<file path="src/rtl/rgb_led_ctrl.sv">
// RGB LED controller: debounced one-hot filter selection drives a PWM-dimmed,
// active-low colour output; illegal multi-hot selections blink red.
module rgb_led_ctrl #(
    parameter int unsigned NUM_FILTERS   = 5,
    parameter int unsigned PWM_BITS      = 8,
    parameter int unsigned STABLE_CYCLES = 1000,
    parameter int unsigned BLINK_DIV     = 25_000_000
) (
    input  logic                   clk,
    input  logic                   reset,
    input  logic [NUM_FILTERS-1:0] SW,
    input  logic [PWM_BITS-1:0]    brightness,
    output logic [2:0]             color,
    output logic                   sel_valid,
    output logic [2:0]             sel_idx,
    output logic                   err
);

    localparam int unsigned DEB_W   = $clog2(STABLE_CYCLES + 1);
    localparam int unsigned BLINK_W = (BLINK_DIV > 1) ? $clog2(BLINK_DIV) : 1;

    localparam logic [DEB_W-1:0]   DEB_MAX    = DEB_W'(STABLE_CYCLES);
    localparam logic [DEB_W-1:0]   DEB_LOAD   = DEB_W'(STABLE_CYCLES - 1);
    localparam logic [BLINK_W-1:0] BLINK_LAST = BLINK_W'(BLINK_DIV - 1);

    localparam logic [2:0] COL_OFF     = 3'b111;
    localparam logic [2:0] COL_RED     = 3'b011;
    localparam logic [2:0] COL_YELLOW  = 3'b001;
    localparam logic [2:0] COL_CYAN    = 3'b100;
    localparam logic [2:0] COL_MAGENTA = 3'b010;
    localparam logic [2:0] COL_BLUE    = 3'b110;
    localparam logic [2:0] COL_GREEN   = 3'b101;
    localparam logic [2:0] COL_WHITE   = 3'b000;

    typedef enum logic [1:0] {
        MODE_OFF    = 2'd0,
        MODE_FILTER = 2'd1,
        MODE_ERROR  = 2'd2
    } mode_t;

    logic [NUM_FILTERS-1:0] sync1;
    logic [NUM_FILTERS-1:0] sync2;
    logic [NUM_FILTERS-1:0] accepted;
    logic [DEB_W-1:0]       deb_cnt;
    logic                   sw_changed;

    logic [PWM_BITS-1:0]    pwm_cnt;
    logic                   pwm_on;
    logic [BLINK_W-1:0]     blink_cnt;
    logic                   blink_phase;

    mode_t                  mode;
    logic [2:0]             filt_idx;
    logic [2:0]             hot_cnt;
    logic [2:0]             base_color;

    logic [2:0]             color_nxt;
    logic                   sel_valid_nxt;
    logic [2:0]             sel_idx_nxt;
    logic                   err_nxt;

    // Two-flop synchroniser for the raw switches
    always_ff @(posedge clk or posedge reset) begin
        if (reset) begin
            sync1 <= '0;
            sync2 <= '0;
        end else begin
            sync1 <= SW;
            sync2 <= sync1;
        end
    end

    // sync1 is the value sync2 takes next edge, so comparing them flags a change
    // one edge early and keeps the end-to-end latency at 2 + STABLE_CYCLES + 1.
    assign sw_changed = (sync1 != sync2);

    always_ff @(posedge clk or posedge reset) begin
        if (reset) begin
            deb_cnt <= '0;
        end else if (sw_changed) begin
            deb_cnt <= '0;
        end else if (deb_cnt != DEB_MAX) begin
            deb_cnt <= deb_cnt + DEB_W'(1);
        end
    end

    always_ff @(posedge clk or posedge reset) begin
        if (reset) begin
            accepted <= '0;
        end else if (!sw_changed && (deb_cnt == DEB_LOAD)) begin
            accepted <= sync2;
        end
    end

    // Mode decode: population count picks OFF / FILTER / ERROR
    always_comb begin
        hot_cnt  = 3'd0;
        filt_idx = 3'd0;
        for (int i = 0; i < int'(NUM_FILTERS); i++) begin
            if (accepted[i]) begin
                hot_cnt  = hot_cnt + 3'd1;
                filt_idx = 3'(i);
            end
        end
        if (hot_cnt == 3'd0) begin
            mode = MODE_OFF;
        end else if (hot_cnt == 3'd1) begin
            mode = MODE_FILTER;
        end else begin
            mode = MODE_ERROR;
        end
    end

    always_comb begin
        base_color = COL_OFF;
        case (mode)
            MODE_FILTER: begin
                case (filt_idx)
                    3'd0:    base_color = COL_YELLOW;
                    3'd1:    base_color = COL_CYAN;
                    3'd2:    base_color = COL_MAGENTA;
                    3'd3:    base_color = COL_BLUE;
                    3'd4:    base_color = COL_GREEN;
                    3'd5:    base_color = COL_WHITE;
                    default: base_color = COL_OFF;
                endcase
            end
            MODE_ERROR: base_color = COL_RED;
            default:    base_color = COL_OFF;
        endcase
    end

    always_ff @(posedge clk or posedge reset) begin
        if (reset) begin
            pwm_cnt <= '0;
        end else begin
            pwm_cnt <= pwm_cnt + PWM_BITS'(1);
        end
    end

    assign pwm_on = (pwm_cnt < brightness);

    // Blink timer idles at (0, lit) so entering ERROR starts a full lit half-period
    always_ff @(posedge clk or posedge reset) begin
        if (reset) begin
            blink_cnt   <= '0;
            blink_phase <= 1'b1;
        end else if (mode != MODE_ERROR) begin
            blink_cnt   <= '0;
            blink_phase <= 1'b1;
        end else if (blink_cnt == BLINK_LAST) begin
            blink_cnt   <= '0;
            blink_phase <= ~blink_phase;
        end else begin
            blink_cnt   <= blink_cnt + BLINK_W'(1);
        end
    end

    always_comb begin
        color_nxt     = COL_OFF;
        sel_valid_nxt = (mode == MODE_FILTER);
        sel_idx_nxt   = (mode == MODE_FILTER) ? filt_idx : 3'd0;
        err_nxt       = (mode == MODE_ERROR);
        if (pwm_on && ((mode != MODE_ERROR) || blink_phase)) begin
            color_nxt = base_color;
        end
    end

    always_ff @(posedge clk or posedge reset) begin
        if (reset) begin
            color     <= COL_OFF;
            sel_valid <= 1'b0;
            sel_idx   <= 3'd0;
            err       <= 1'b0;
        end else begin
            color     <= color_nxt;
            sel_valid <= sel_valid_nxt;
            sel_idx   <= sel_idx_nxt;
            err       <= err_nxt;
        end
    end

endmodule

</file>
<file path="config.mk">
export PLATFORM = sky130hd
export DESIGN_NAME = rgb_led_ctrl
export DESIGN_NICKNAME = d
export VERILOG_FILES = /design/src/rtl/rgb_led_ctrl.sv
export SDC_FILE = /design/constraint.sdc
export NUM_CORES = 1
export LEC_CHECK = 0
export CAP_MARGIN = 20
export CORE_MARGIN = 2
export CORE_UTILIZATION = 50
export DETAILED_ROUTE_END_ITERATION = 10
export GPL_ROUTABILITY_DRIVEN = 0
export PLACE_DENSITY = 0.73
export SYNTH_ARGS = -nofsm -noshare
export SYNTH_HDL_FRONTEND = slang
export SYNTH_SLANG_ARGS = --single-unit
</file>
<file path="constraint.sdc">
create_clock -name clk -period 4.1 [get_ports clk]
set_input_delay 1.025 -clock clk [delete_from_list [all_inputs] [get_ports clk]]
set_output_delay 1.025 -clock clk [all_outputs]
set_load 0.01 [all_outputs]
</file>
==> metrics.txt, run 1 <==
Worst Tran Pin Value approximately 0.46 ns; clock share of power 0.427; Ant. Diodes 0; Final min period roughly 3.2 ns; startpoint type of the worst setup path register; Setup CP Type reg -> reg; Avg Inst Size Synth roughly 11 µm²; clock tree buffer depth 2; Die Ht roughly 86 µm; final antenna-violating net count 0; Worst Skew around 0.0083 ns; overall routed net length about 5600 µm; Synth area leader dfrtp_1; most frequent cells in the layout dfrtp_1, nor2_1, xnor2_1; post-route insts no fill between 400 and 500; Netlist cell types 48; 1st-pass router iterations 7; ys flop type dfrtp_1; Clock Pin Slew Worst Setup and Hold Paths 0.07 ns; worst hold margin about 0.39 ns; Flop pwr share 0.536; Resized cells post-CTS 0; CTS root buffer clkbuf_8; Max Clk Rate ~320 MHz; first-pass GRT wire length 9670 µm; CP endpoint kind register; DRT iter0 DRCs about 120; Final period util 0.773; failing checks design-rule violations; Sw Share 0.211; Synth Cell Area around 3300 µm²; P_sw 263 µW; pwr/cell area roughly 330 nW/µm²; Clock Latency Late Sink between 0.3 and 0.4 ns; VDD IR-drop max ~180 µV; post-synthesis sequential area ratio 0.503; Vias ~2200; All-Layer GR Usage 0.167; status complete, but fails checks; TritonCTS buffer count 9; # Post-CTS Setup Buffers 0; async set-reset flop share out of synthesis 1.00; Post-Syn Nets ~350; Comb pwr share 0.036; hold buffers post-CTS 0; Slew Viols, Final 0; Fin Setup TNS 0 ns; Int Pwr about 990 µW; Cells after Synth 317; Clock Sinks between 60 and 70; worst hold path class reg -> reg; largest net degree at the start of global routing 50; # IOs 23; Buffers on Ports 22; TritonCTS clock tree yes; count of final hold-check violations 0; Die ar. ~7400 µm²; DP HPWL between 3000 and 4000 µm; mean routed wirelength per cell about 13 µm; # nets final between 300 and 400; Arr. time, crit path 3.44 ns; FF-to-FF setup slack 0.93 ns; layout cell share with drive strength beyond 1 0.109; Synth top area share 0.472; row count 29; Remaining DRCs 3; RSZ-0062 raised after global routing no; logic depth of the worst register-to-register path 12; initial antenna violation count 0; vias per cell between 5 and 6; Area contributors post-synth dfrtp_1, xnor2_1, ha_1; Slew HR 0.688; number of global-route vias before repair around 2200; Starting Density 0.520; Overflow after GRT 0; MaxCap Viol Count 0; Die W roughly 86 µm; Synth Register Bits 67; commonest non-fill, non-tap cell in the layout dfrtp_1; top fanout value on the critical path 7; Critical Path RT between 4 and 5 ns; final setup vio count 0; Yosys warning total 0; Static Leak between 1.5 and 2 nW; H-tree depth 3; Post-synth EDFFs 0; dpl cells 410; Layout area overhead 14.5%; Min-Delay Path Depth 0; core box area 6420 µm²
==> cells by family (layout without fill, tap and decap cells) <==
| family | count (synthesis) | in the layout | synth area share |
|---|---|---|---|
| and+or+nand+nor | 134 | 134 | 0.212 |
| DFF | 67 | 67 | 0.503 |
| xor gates and xnor gates | 49 | 49 | 0.134 |
| buffers and inverters | 31 | 64 | 0.0423 |
| adders and majority gates | 15 | 15 | 0.0562 |
| AOI/OAI and AO/OA | 14 | 14 | 0.0296 |
| muxes | 7 | 7 | 0.0228 |
==> power groups by stage <==
stage / sequential (mW) / combinational, mW / clock (mW)
floorplan: 0.682 / 0.0228 / 0
global placement: 0.682 / 0.0427 / 0
detailed placement: 0.683 / 0.0442 / 0
CTS: 0.671 / 0.0445 / 0.542
global route: 0.671 / 0.0513 / 0.572
finish: 0.671 / 0.0453 / 0.534
==> final timing paths <==
| kind | startpoint | endpoint |
|---|---|---|
| max | accepted[1] | color[0] |
| min | sync1[1] | sync2[1] |
| max reg2reg | accepted[1] | color[0] |
| min reg2reg | sync1[1] | sync2[1] |
| max in group asynchronous | reset | sync1[3] |
| min in group asynchronous | reset | sel_valid |
==> synthesized netlist by cell type, drive strengths merged, types with 2 or more instances <==
cell and number:
mux2i 2, xor2 17, dfstp 4, and2 6, nor4 5, o31a 2, or3 3, and4 4
ha 15, xnor2 31, nand3 22, buf 5, nor3 14, clkbuf 3, nand3b 2, a21oi 5
nor2 46, dfrtp 63, mux2 5, nand4 4, inv 23, or4 3, nand2 17, and3 3
==> metal layers <==
metal / routed length, µm / track usage / vias to the layer above / part of all wire
met1: 2600 / 0.211 / 1070 / 0.47
met4: 95 / 0.0649 / 0 / 0.017
met2: 2700 / 0.278 / 32 / 0.48
met3: 176 / 0.0404 / 8 / 0.032
met5: 0 / 0 / - / 0
li1: - / - / 1116 / -
==> metrics by stage <==
step / power, mW / utilization / instance area [µm²] / setup slack, ns
4_1_cts: 1.26 / 0.592 / 3800 / 0.940
6_report: 1.25 / 0.596 / 3820 / 0.929
2_1_floorplan: 0.704 / - / 3340 / 1.23
5_1_grt: 1.29 / 0.596 / 3820 / 0.748
3_5_place_dp: 0.727 / 0.563 / 3620 / 0.875
3_3_place_gp: 0.725 / 0.563 / 3620 / 0.969
==> sequential cells by signal, indices dropped and copies added (netlist names) <==
register	flops
blink_phase	1
err	1
sync2	5
pwm_cnt	8
sel_idx	3
sync1	5
sel_valid	1
accepted	5
blink_cnt	25
color	3
deb_cnt	10
==> area by class of cell <==
cell class / instances / area [µm²]
fillers: 534 / 2600
flip-flops and latches: 67 / 1680
multi-input cells: 219 / 1520
repair buffers: 25 / 255
clock buffers: 14 / 153
well taps: 77 / 96.3
inverters: 23 / 86.3
clock inverters: 2 / 35.0
==> worst max-delay path, stage by stage, from the launching register on <==
cell and delay [ns]:
dfrtp_1 0.40, inv_1 0.06, ha_1 0.43, xor2_1 0.26
ha_1 0.28, nand2_1 0.06, o31a_2 0.17, inv_1 0.04
ha_1 0.18, xnor3_4 0.42, nor2b_1 0.21, o311a_1 0.23
or3b_1 0.35
No activity file was read; power rests on OpenSTA's default activity.
==> inputs of run 2 (changes only) <==
==> constraint.sdc (replaced) <==
create_clock -name clk -period 3.25 [get_ports clk]
set_input_delay 0.8125 -clock clk [delete_from_list [all_inputs] [get_ports clk]]
set_output_delay 0.8125 -clock clk [all_outputs]
set_load 0.01 [all_outputs]
==> metrics.txt, run 2 (synthesis gave the netlist of run 1 again) <==
crit path buf inv count 2 (unchanged); Die W 85.7 µm (unchanged); failing checks design-rule violations; Setup CP Type reg -> reg; Worst Skew 0.0119 ns (+0.00358 ns); Ant. Diodes 0 (unchanged); hold buffers post-CTS 0 (unchanged); DRT iter0 DRCs 109 (-11%); row count 29 (unchanged); RSZ-0062 raised after global routing no; crit path from accepted[1]; 1st-pass router iterations 7 (unchanged); Vias 2221 (-0.22%); DP HPWL 3950 µm (-1.1%); Fillers 517 (-3.2%); mean routed wirelength per cell 13.3 µm (+2.0%); final setup vio count 0 (unchanged); commonest non-fill, non-tap cell in the layout dfrtp_1; CP endpoint kind register; FF-to-FF setup slack 0.18 ns (-0.75 ns); Final period util 0.945 (+0.171); startpoint type of the worst setup path register; H-tree depth 3 (unchanged); final worst slack 0.180 ns (-0.749 ns); max FFs per register 25 (unchanged); Buffers on Ports 22 (unchanged); Worst Tran Pin Value 0.614 ns (+0.150 ns); final core occ 0.604 (+0.00857); Reg area 1680 µm² (unchanged); worst hold path class reg -> reg; # nets final 374 (-0.27%); worst path cell trace inv_1 -> ha_2 -> xor2_2 -> ha_1 -> nand2_1 -> o31a_2 -> inv_1 -> ha_1 -> xnor3_4 -> nor2b_1 -> o311a_1 -> or3b_1; Clock Pin Slew Worst Setup and Hold Paths 0.08 ns (about the same); CP max-delay cell xnor3_4; number of global-route vias before repair 2169 (-2.4%); clock tree buffer depth 2 (unchanged); Critical Path RT 3.52 ns (-0.85 ns); vias per cell 5.21 (about the same); final antenna-violating net count 0 (unchanged); Min-Delay Path Depth 0 (unchanged); most frequent cells in the layout dfrtp_1, nor2_1, xnor2_1; # Post-CTS Setup Buffers 0 (unchanged); Critical path destination color[0]; logic depth of the worst register-to-register path 12 (unchanged); VDD IR-drop max 218 µV (+19%); All-Layer GR Usage 0.172 (+0.00527); Layout area overhead 16.1%; count of final hold-check violations 0 (unchanged); pwr/cell area 447 nW/µm² (+37%); CTS root buffer clkbuf_8; Clock Latency Late Sink 0.35 ns (about the same); Overflow after GRT 0 (unchanged); TritonCTS buffer count 9 (unchanged); area of the multi-input gates 1530 µm² (+0.66%); core box area 6420 µm² (unchanged); overall routed net length 5680 µm (+1.8%); stages on the worst setup path 12 (unchanged); initial antenna violation count 0 (unchanged); first-pass GRT wire length 9690 µm (+0.22%); Max Clk Rate 326 MHz (+3.3%); Die ar. 7350 µm² (unchanged); Clock Sinks 67 (unchanged); worst hold margin 0.392 ns (+0.00583 ns); layout cell share with drive strength beyond 1 0.123 (+0.0146); TritonCTS clock tree yes; Remaining DRCs 3 (unchanged); largest net degree at the start of global routing 39 (-22%); Die Ht 85.7 µm (unchanged); biggest registers after layout blink_cnt x25, deb_cnt x10, pwm_cnt x8; Starting Density 0.520 (unchanged); Top Family by Delay on Critical Path adder cells; reg2reg start accepted[1]; # IOs 23 (unchanged); status complete, but fails checks; pre-CTS WS 0.126 ns (-0.749 ns); Static Leak 1.66 nW (+1.1%); Reg2Reg Capture Point color[0]; Max stage delay on crit path 0.44 ns (about the same); Biggest register blink_cnt; Final min period 3.07 ns (-0.101 ns); Slew HR 0.590 (-0.0980); Slew Viols, Final 0 (unchanged); Arr. time, crit path 3.34 ns (-0.10 ns); Fin Setup TNS 0 ns (unchanged); MaxCap Viol Count 0 (unchanged); top fanout value on the critical path 7 (unchanged)
[run 2: final cells by class]
class                   instances  share of cell area
flip-flops and latches         67               0.433
multi-input cells             219               0.394
repair buffers                 24              0.0639
clock buffers                   9              0.0319
clock inverters                 7              0.0300
well taps                      77              0.0248
inverters                      23              0.0223
[run 2: worst min-delay path by stage]
stage               startpoint        to  slack, ns
floorplan             sync1[1]  sync2[1]       0.37
global placement      sync1[1]  sync2[1]       0.37
detailed placement    sync1[2]  sync2[2]       0.38
finish                sync1[0]  sync2[0]       0.39
CTS                   sync1[2]  sync2[2]       0.40
global route          sync1[0]  sync2[0]       0.41
[run 2: timing repair]
action | CTS | global route
endpoints found under the hold margin | 0 | 0
setup endpoints to repair | 0 | 1
resized for setup | 0 | 2
[run 2: worst register-to-register path: cells and delay by family, from the launching register on]
| family | cells | cell delay (ns) |
|---|---|---|
| simple gates | 3 | 0.63 |
| xor+xnor | 2 | 0.65 |
| compound gates | 2 | 0.38 |
| flops | 1 | 0.42 |
| fa+ha+maj | 3 | 0.81 |
| buf+inv | 2 | 0.11 |
[run 2: metrics by stage]
stage	std cells	power [mW]	area (µm²)
4_1_cts	426	1.76	3870
6_report	426	1.73	3880
3_3_place_gp	410	0.916	3630
3_5_place_dp	410	0.917	3630
5_1_grt	426	1.80	3880
2_1_floorplan	317	0.889	3340
[run 2: report_power, final]
part           leakage, nW  internal [mW]  switching, mW  total, mW
logic                0.655         0.0269         0.0273     0.0542
clock network        0.119          0.508          0.326      0.834
registers            0.885          0.840        0.00481      0.845
total                 1.66           1.38          0.358       1.73
[run 2: layer usage]
metal  wire length [µm]  global-route usage
met3                198              0.0443
met2               2740               0.284
met4                138              0.0880
met5                  0                   0
met1               2600               0.208
==> inputs of run 3 (changes only) <==
--- a/config.mk
+++ b/config.mk
@@ -10,7 +10,9 @@
 export CORE_UTILIZATION = 50
 export DETAILED_ROUTE_END_ITERATION = 10
 export GPL_ROUTABILITY_DRIVEN = 0
+export HOLD_SLACK_MARGIN = 0.03
 export PLACE_DENSITY = 0.73
+export SLEW_MARGIN = 5
 export SYNTH_ARGS = -nofsm -noshare
 export SYNTH_HDL_FRONTEND = slang
 export SYNTH_SLANG_ARGS = --single-unit
==> results of run 3 <==
No change in the layout: final DEF, timing and power equal those of run 2.
==> edit: new RTL, flow settings as in run 3 <==
Set the parameter `BLINK_DIV` to 12_500_000 (it was 25_000_000).
--- a/src/rtl/rgb_led_ctrl.sv
+++ b/src/rtl/rgb_led_ctrl.sv
@@ -6,3 +6,3 @@
     parameter int unsigned STABLE_CYCLES = 1000,
-    parameter int unsigned BLINK_DIV     = 25_000_000
+    parameter int unsigned BLINK_DIV     = 12_500_000
 ) (
Check against the original RTL: no difference found for any inputs over 10 cycles, from zero or initial values and one cycle with reset high; that may be too few to reach the edited logic, so the function may still have changed.
==> edit against run 3 <==
Die area shrank 2.5%; setup slack gained 0.18 ns; area after synthesis is 2.6% lower; power down 9.3%; largest cell class unchanged; final area is 2.9% lower; global-route usage is 0.61 points lower; critical path depth is the same; wire length is 6.4% lower; non-clock buffer count rose by 2; hold slack better by 0.0086 ns; sequential cell count fell by 1; sequential share of layout area up 0.63 points.
==> edit: results (changes against run 3) <==
stage	metric	value	unit	change
status	status	complete, no violations		was complete, but fails checks
grt	overflow	0		unchanged
synth	syn_inst	311		was 317
worst_hold_path	worstHoldPathType	flop to flop		unchanged
timing	holdWs	0.400	ns	was 0.392 ns
placement	pre_cts_slack	0.370	ns	was 0.126 ns
synth	synth_mux_area_share	2.92	%	was 2.28%
power_and_ir_drop	internal_power	1.23	mW	was 1.38 mW
timing	skew	0.00836	ns	was 0.0119 ns
route	via_count	2165		was 2221
worst_hold_path	hold_depth	0		unchanged
setup_path	crit_path_end	blink_cnt[21]		was color[0]
synth	synth-compound-area-share	3.65	%	was 2.96%
power_and_ir_drop	pg_clk	0.687	mW	was 0.834 mW
grt	track_usage	16.6	%	was 17.2%
layout	stdcell_count	423		was 426
layout	fillCellCount	545		was 517
grt	grt_max_degree	67		was 39
placement	postPlaceCellArea	3560	sq um	was 3630 sq um
synth	synth-xor-area-share	13.3	%	was 13.4%
timing	timing.fmax	0.346	GHz	was 0.326 GHz
timing	slew_headroom	47.4	%	was 59.0%
synth	synth_adder_area_share	5.77	%	was 5.62%
grt	grt_first_pass_wirelength	9.45	mm	was 9.69 mm
setup_path	r2r_end	blink_cnt[21]		was color[0]
synth	synth.top_cells.by_count	dfrtp_1 (62), nor2_1 (43), nand2_1 (24), xnor2_1 (24), xor2_1 (23)		was dfrtp_1 (63), nor2_1 (46), xnor2_1 (31), inv_1 (23), nand3_1 (19)
clock_network	post_cts_buffers	0		unchanged
synth	ys_types	42		was 48
placement	hpwl	3.75	mm	was 3.95 mm
setup_path	crit_family	adder cells		unchanged
setup_path	slowest_delay	0.44	ns	about the same
clock_network	insertion_delay	0.34	ns	
synth	yosysSeqAreaShare	50.9	%	was 50.3%
route	dr.first_iter.drc_count	117		was 109
synth	synth_nets	341		was 347
worst_hold_path	hold_path_end	sync2[1]		was sync2[0]
layout	nNetsFinal	371		was 374
power_and_ir_drop	p_per_area	418	nW/um^2	was 447 nW/um^2
synth	netlist.area_leader.share	47.7	%	was 47.2%
layout	largestRegisters	blink_cnt (24), deb_cnt (10), pwm_cnt (8)		was blink_cnt (25), deb_cnt (10), pwm_cnt (8)
route	drt_pass1_iterations	4		was 7
clock_network	htreeDepth	3		unchanged
synth	yosys-top-cells-area	dfrtp_1 (48%), xnor2_1 (6.5%), xor2_1 (6.2%)		was dfrtp_1 (47%), xnor2_1 (8.1%), ha_1 (5.6%)
setup_path	rr_worst_depth	12		unchanged
placement	dp_cells	407		was 410
layout	drive_gt1_share	10.7	%	was 12.3%
power_and_ir_drop	total_leakage_power	1.65	nW	was 1.66 nW
route	wirelength	5.31	mm	was 5.68 mm
setup_path	slowest_stage	dfrtp_1		was xnor3_4
power_and_ir_drop	power_frac_seq	53.0	%	was 48.8%
setup_path	cp_max_fo	23		was 7
layout	syn_to_final_growth	15.8	%	was 16.1%
setup_path	ff2ff_setup_slack	0.36	ns	was 0.18 ns
worst_hold_path	hold_start	sync1[1]		was sync1[0]
power_and_ir_drop	vdd_ir_drop_max	0.292	mV	was 0.218 mV
==> edit: worst register-to-register path, delay by kind of cell, from the launching register on <==
kind                     cells  cell delay (ns)
XOR/XNOR                     2             0.61
adder cells (fa/ha/maj)      3             0.89
AND/OR/NAND/NOR              2             0.20
buffers and inverters        2             0.28
AO/OA/AOI/OAI                3             0.40
flip-flops                   1             0.44
==> edit: final cells by class <==
type / instances / area share (%)
inverters: 20 / 1.99
multi-input cells: 218 / 39.1
repair buffers: 26 / 6.97
well taps: 77 / 2.56
clock buffers: 10 / 3.65
clock inverters: 6 / 1.73
flip-flops and latches: 66 / 44.0
==> edit: cells by family after synthesis <==
group,count (synthesis)
AND/OR/NAND/NOR,131
XOR/XNOR,48
buffers and inverters,27
adder cells (fa/ha/maj),15
multiplexers,7
AO/OA/AOI/OAI,17
flip-flops,66
==> edit: routing by layer <==
layer	vias to the layer above	track usage, %	routed length [um]
met1	1016	21.2	2560
li1	1101	-	-
met3	8	5.21	232
met4	0	7.07	89
met5	-	0	0
met2	40	26.2	2430
